--- src/rtl/matmul_result_reader.sv ---
// matmul_result_reader: drains a registered-read result memory into a valid/ready stream
// through a 2-entry buffer, one beat per cycle when downstream is always ready.
module matmul_result_reader #(
   parameter int DATA_WIDTH = 32,
   parameter int ADDR_WIDTH = 6,
   parameter int MAT_SIZE   = 2**ADDR_WIDTH
) (
   input  logic                  clk,
   input  logic                  rst_n,
   input  logic                  start,
   output logic [ADDR_WIDTH-1:0] res_r_addr,
   input  logic [DATA_WIDTH-1:0] res_r_data,
   output logic                  out_valid,
   input  logic                  out_ready,
   output logic [DATA_WIDTH-1:0] out_data,
   output logic [ADDR_WIDTH-1:0] out_index,
   output logic                  out_last,
   output logic                  busy,
   output logic                  done
);
   typedef enum logic {IDLE, DRAIN} state_t;
   localparam logic [ADDR_WIDTH-1:0] LAST = ADDR_WIDTH'(MAT_SIZE - 1);
   state_t                state, state_nx;
   logic [DATA_WIDTH-1:0] buf_data [2];
   logic [ADDR_WIDTH-1:0] buf_idx [2];
   logic                  rd_ptr, wr_ptr;
   logic [1:0]            count;
   logic                  rd_valid;
   logic [ADDR_WIDTH-1:0] rd_idx;
   logic                  all_issued;
   logic                  pop, issue;
   assign out_valid = count != 2'd0;
   assign out_data  = buf_data[rd_ptr];
   assign out_index = buf_idx[rd_ptr];
   assign out_last  = out_valid & (out_index == LAST);
   assign busy      = state == DRAIN;
   // The read in flight is counted as occupying a slot, so the buffer never overflows.
   always_comb begin
      pop      = out_valid & out_ready;
      issue    = (state == DRAIN) & ~all_issued & (((count + 2'(rd_valid)) < 2'd2) | pop);
      state_nx = state;
      if (state == IDLE)
         state_nx = start ? DRAIN : IDLE;
      else
         state_nx = (pop & out_last) ? IDLE : DRAIN;
   end
   always_ff @(posedge clk or negedge rst_n) begin
      if (!rst_n)
         state <= IDLE;
      else
         state <= state_nx;
   end
   always_ff @(posedge clk or negedge rst_n) begin
      if (!rst_n) begin
         res_r_addr  <= '0;
         all_issued  <= 1'b0;
         rd_valid    <= 1'b0;
         rd_idx      <= '0;
         buf_data[0] <= '0;
         buf_data[1] <= '0;
         buf_idx[0]  <= '0;
         buf_idx[1]  <= '0;
         rd_ptr      <= 1'b0;
         wr_ptr      <= 1'b0;
         count       <= 2'd0;
         done        <= 1'b0;
      end else begin
         if (state == IDLE && start) begin
            res_r_addr <= '0;
            all_issued <= 1'b0;
         end else if (issue) begin
            if (res_r_addr == LAST)
               all_issued <= 1'b1;
            else
               res_r_addr <= res_r_addr + 1'b1;
         end
         rd_valid <= issue;
         if (issue)
            rd_idx <= res_r_addr;
         if (rd_valid) begin
            buf_data[wr_ptr] <= res_r_data;
            buf_idx[wr_ptr]  <= rd_idx;
            wr_ptr           <= ~wr_ptr;
         end
         if (pop)
            rd_ptr <= ~rd_ptr;
         count <= count + 2'(rd_valid) - 2'(pop);
         done  <= pop & out_last;
      end
   end
endmodule

--- config.mk ---
export PLATFORM = sky130hd
export DESIGN_NAME = matmul_result_reader
export DESIGN_NICKNAME = d
export VERILOG_FILES = /design/src/rtl/matmul_result_reader.sv
export SDC_FILE = /design/constraint.sdc
export NUM_CORES = 1
export LEC_CHECK = 0
export BUFFER_PORTS_ARGS = -buffer_cell sky130_fd_sc_hd__buf_4
export CORE_AREA = 2 2 91 93
export DETAILED_ROUTE_END_ITERATION = 12
export DIE_AREA = 0 0 93 95
export PLACE_DENSITY = 0.79
export SYNTH_ARGS = -nofsm -noshare
export SYNTH_HDL_FRONTEND = slang
export SYNTH_SLANG_ARGS = --single-unit
export TNS_END_PERCENT = 50
--- constraint.sdc ---
create_clock -name clk -period 3.7 [get_ports clk]
set_clock_uncertainty 0.2 [all_clocks]
set_input_delay 0.37 -clock clk [delete_from_list [all_inputs] [get_ports clk]]
set_output_delay 0.37 -clock clk [all_outputs]
set_load 0.1 [all_outputs]
Word level (Yosys, flattened, before mapping)
Index checks and enable logic that the tools add are counted.

Add/sub/neg operators: 3. $lt $le $gt $ge: 4. Equality and inequality tests: 3. Multiplexer cells: 21. Bitwise operators: 12. Reduce and logical (&&, ||, !) cells: 7.

Operators by type and width (number): two-way mux 32 bit (4); bitwise mux 64 bit (1); two-way mux 6 bit (7); demux 32 bit (select 1 bit) (1); bitwise mux 12 bit (1); equality test 6 bit (second input constant) (2); adder 6 x 1 -> 6 bit (second input constant) (1); demux 6 bit (select 1 bit) (1); two-way mux 1 bit (6); nonzero test 2 bit (3); bitwise AND 1 bit (5); greater-or-equal comparator 2 bit (second input constant) (2); NOT 1 bit (4); NOT 1 -> 2 bit (2); AND reduction 2 bit (2); adder 2 x 1 -> 2 bit (1); logical AND 1 bit (2); < comparator 2 x 1 -> 1 bit (second input constant) (1); < comparator 2 bit (second input constant) (1); inequality test 2 bit (second input constant) (1); subtractor 2 x 1 -> 2 bit (1); OR 1 bit (1).

Register bits after elaboration: 96. Input port bits: 36. Output and inout bits: 48. Logic and storage cells: 63.

Depth between registers and ports, before layout
Word-level depth: 9. Mapped depth: 6. Gate-level depth less buffers: 6.

Least setup slack after synthesis
Ideal clock, no wire load.

Path kind: register -> output. Start: reg rd_ptr. End: out out_last. Data arrival time: 2.321 ns. Data required time: 3.130 ns. Slack: 0.809 ns. Cell stages (with the launch flop): 6. Buffers on the path: 1. Cells stage by stage: dfrtp_1 clkbuf_1 nor2b_1 nand4_1 a22o_1 nor2b_1.

Word-level cells in the longest chain between the ends: 6.

RTL lines: from (decl) (line 26) `logic rd_ptr, wr_ptr;`; from (signal assigned) (line 86) `rd_ptr <= ~rd_ptr;`; NOT 1 -> 2 bit (implied by the code) (line 34) `assign out_index = buf_idx[rd_ptr];`; two-way mux 6 bit (implied by the code) (3 in series) (line 34); equality test 6 bit (line 35) `assign out_last = out_valid & (out_index == LAST);`; bitwise AND 1 bit (line 35); to (decl) (line 17) `output logic out_last,`.

No other way between the ends. The select of a mux whose other input is x is not followed.

Final worst setup path
Same ends and word-level chain as after synthesis.

==> run_results.csv <==
group,metric,value,unit
detailed_routing,drc,0,
worst_setup_path,crit_start,"rd_ptr$_DFFE_PN0P_",
sta,fin_hold_ws,-25.3,ps
sta,fmax,352,MHz
global_route,grt_pass1_vias,2653,
yosys,synthMostInstantiatedCell,"mux2_2",
floorplan,fp-row-count,33,
worst_setup_path,r2r_slack,1200,ps
clock_network,numClockSinks,96,
outcome,status,"complete, but fails checks",
clock_network,cts_tree,"yes",
yosys,yosysTopAreaCell,"dfrtp_1",
worst_setup_path,arrival,2270,ps
yosys,ys_types,36,
cells_and_area,fillers,613,
worst_setup_path,worstPathCellList,"nor2b_1, nand4_1, a22o_1, nor2b_1, buf_4",
global_route,overflow,0,
flow_run,drv_cap,0,
yosys,netlist_instances,285,
yosys,synth_top_cells_by_count,"mux2_2, dfrtp_1, buf_2",
floorplan,ios,84,
worst_setup_path,worst-path-max-fanout,43,
cells_and_area,regArea,2400,um2
yosys,syn-mean-instance-area,14.9,um2
placed_design,dp.cells,461,
global_route,antenna_found_initial,0,
detailed_routing,first_pass_iters,4,
clock_network,htree_levels,3,
detailed_routing,vias_per_cell,5.33,
global_route,grt_pass1_wl,12400,um
floorplan,die_y,95,um
detailed_routing,routed_wl,7540,um
sta,tns,0,ps
worst_setup_path,critical-path-top-delay-family,"flip-flops",
detailed_routing,ant_nets,0,
floorplan,die_x,93,um
worst_setup_path,critPathBufInv,1,
worst_setup_path,crit_path_end,"out_last",
cells_and_area,final_util,65.0,%
outcome,violations,"negative hold slack",
sta,hold_viol_final,17,
sta,slew_viol_final,0,
worst_setup_path,worstPathRequired,3130,ps
worst_setup_path,r2r-end,"res_r_addr[1]$_DFFE_PN0P_",
floorplan,start_util,53.4,%
sta,fin_crit,2840,ps
sta,max_slew_margin,32.4,%
yosys,ys.flop_type,"dfrtp_1",
worst_setup_path,cp_common_cell,"nor2b_1",
worst_setup_path,r2r_cells,5,
cells_and_area,antenna_cells,0,
yosys,syn-num-nets,324,
yosys,synth.yosys.seq_area_share,56.7,%
sta,grt_setup_unrepaired,"no",
cells_and_area,multi_input_area,1760,um2
yosys,synth_top_area_share,56.7,%
cells_and_area,syn_to_final_growth,21.6,%
yosys,ys_ff_latch,96,
clock_network,postCtsHoldBufs,0,
min_path,hp-class,"in2async",
global_route,grt_start_max_net_pins,83,
worst_setup_path,worstReg2RegStart,"rd_valid$_DFF_PN0_",
floorplan,core-area,7930,um2
sta,worst_slew_pin_slew,1010,ps
worst_setup_path,cp_num_cells,5,
yosys,ys_top_cells_by_area,"dfrtp_1, mux2_2, ha_1, nor2b_1, buf_2",
clock_network,clk_latency,360,ps
sta,setup_viol,0,
yosys,yosysWarnings,0,
cells_and_area,finalNetCount,406,
worst_setup_path,crit_type,"reg2out",
floorplan,die_area,8840,um2
cells_and_area,final_cells,477,
clock_network,root_buffer,"clkbuf_8",
placed_design,io_buffer_count,83,
clock_network,cts_buffers,9,
clock_network,cts-resized-gates,0,
clock_network,cts_setup_buffers,0,
yosys,async_flop_share,100,%
worst_setup_path,critPathSlowestCell,"dfrtp_2",
worst_setup_path,critPathMaxStageDelay,760,ps
cells_and_area,drive_above_1_share,62.4,%
clock_network,clock_path_buffers,2,
worst_setup_path,cp-start-kind,"register",
clock_network,clkSlewWorstSetupHoldPaths,90,ps
detailed_routing,drtIter0Drc,78,
placed_design,dpl.hpwl,4990,um
global_route,track_usage,18.0,%
placed_design,gp_congestion,0.761,
detailed_routing,wl_per_cell,15.8,um
yosys,syn_area,4240,um2
yosys,synth-edff-count,0,
worst_setup_path,end_kind,"primary output",
detailed_routing,num_vias,2542,
sta,fin_crit_sh,76.7,%
-- worst reg2reg max path, delay by kind of cell (launching register included) --
kind / cells / cell delay [ps]
and+or+nand+nor: 2 / 280
AOI/OAI and AO/OA: 1 / 880
DFF: 1 / 420
adders and majority gates: 1 / 290
muxes: 1 / 320
-- placed cells by master (no fill, tap or decap), types with 2 or more instances in the layout --
cell type / n
clkbuf_1: 3
nand3_1: 3
and2_2: 2
nor2b_1: 4
nor2_1: 4
xnor2_1: 3
and3_1: 2
buf_4: 85
nand2_1: 3
clkbuf_8: 11
mux2_2: 121
a21oi_1: 3
inv_1: 5
ha_1: 3
dfrtp_1: 95
-- flip-flops by register name, indices dropped and copies added (netlist names) --
signal,flops
buf_data,64
buf_idx,12
rd_idx,6
res_r_addr,6
count,2
all_issued,1
busy,1
done,1
rd_ptr,1
rd_valid,1
wr_ptr,1
-- per-stage QoR --
step | cell area, um2 | hold slack (ps) | setup WS, ps
global placement | 4950 | 281 | 1250
floorplan | 4240 | -126 | 809
global route | 5150 | 28.5 | 661
CTS | 5150 | 13.7 | 824
detailed placement | 4950 | 287 | 1180
finish | 5150 | -25.3 | 861
-- metal layers --
layer	global-route usage [%]	share of wire (%)	vias to the layer above
li1	-	-	1187
met1	23.7	46	1274
met4	4.78	0.91	0
met5	0	0	-
met2	29.3	48	72
met3	5.35	5.8	9
-- cell type report --
cell class | count | share of cell area, %
flip-flops and latches | 96 | 46.7
clock inverters | 2 | 0.753
repair buffers | 85 | 12.4
well taps | 105 | 2.55
multi-input cells | 170 | 34.1
inverters | 5 | 0.364
clock buffers | 14 | 3.16
-- how the worst min path moves through the flow --
stage	startpoint	to	slack (ps)
floorplan	rst_n	all_issued$_DFFE_PN0P_	-130
global route	res_r_data[31]	buf_data[31]$_DFFE_PN0P_	30
CTS	rst_n	buf_data[23]$_DFFE_PN0P_	10
finish	rst_n	buf_data[21]$_DFFE_PN0P_	-30
detailed placement	buf_data[14]$_DFFE_PN0P_	buf_data[14]$_DFFE_PN0P_	290
global placement	buf_data[26]$_DFFE_PN0P_	buf_data[26]$_DFFE_PN0P_	280
-- cells by family (layout without fill, tap and decap cells) --
| kind of cell | count (synthesis) | count (layout) | synth area share (%) |
|---|---|---|---|
| flip-flops | 96 | 96 | 56.7 |
| adder cells (fa/ha/maj) | 3 | 3 | 0.886 |
| XOR/XNOR | 4 | 4 | 0.827 |
| multiplexers | 121 | 121 | 32.2 |
| AO/OA/AOI/OAI | 14 | 14 | 3.46 |
| AND/OR/NAND/NOR | 28 | 28 | 3.93 |
| buffers and inverters | 19 | 106 | 2.04 |
Power is not shown: default switching activity piles up to over one toggle a cycle in this logic, so the estimate is an artifact.
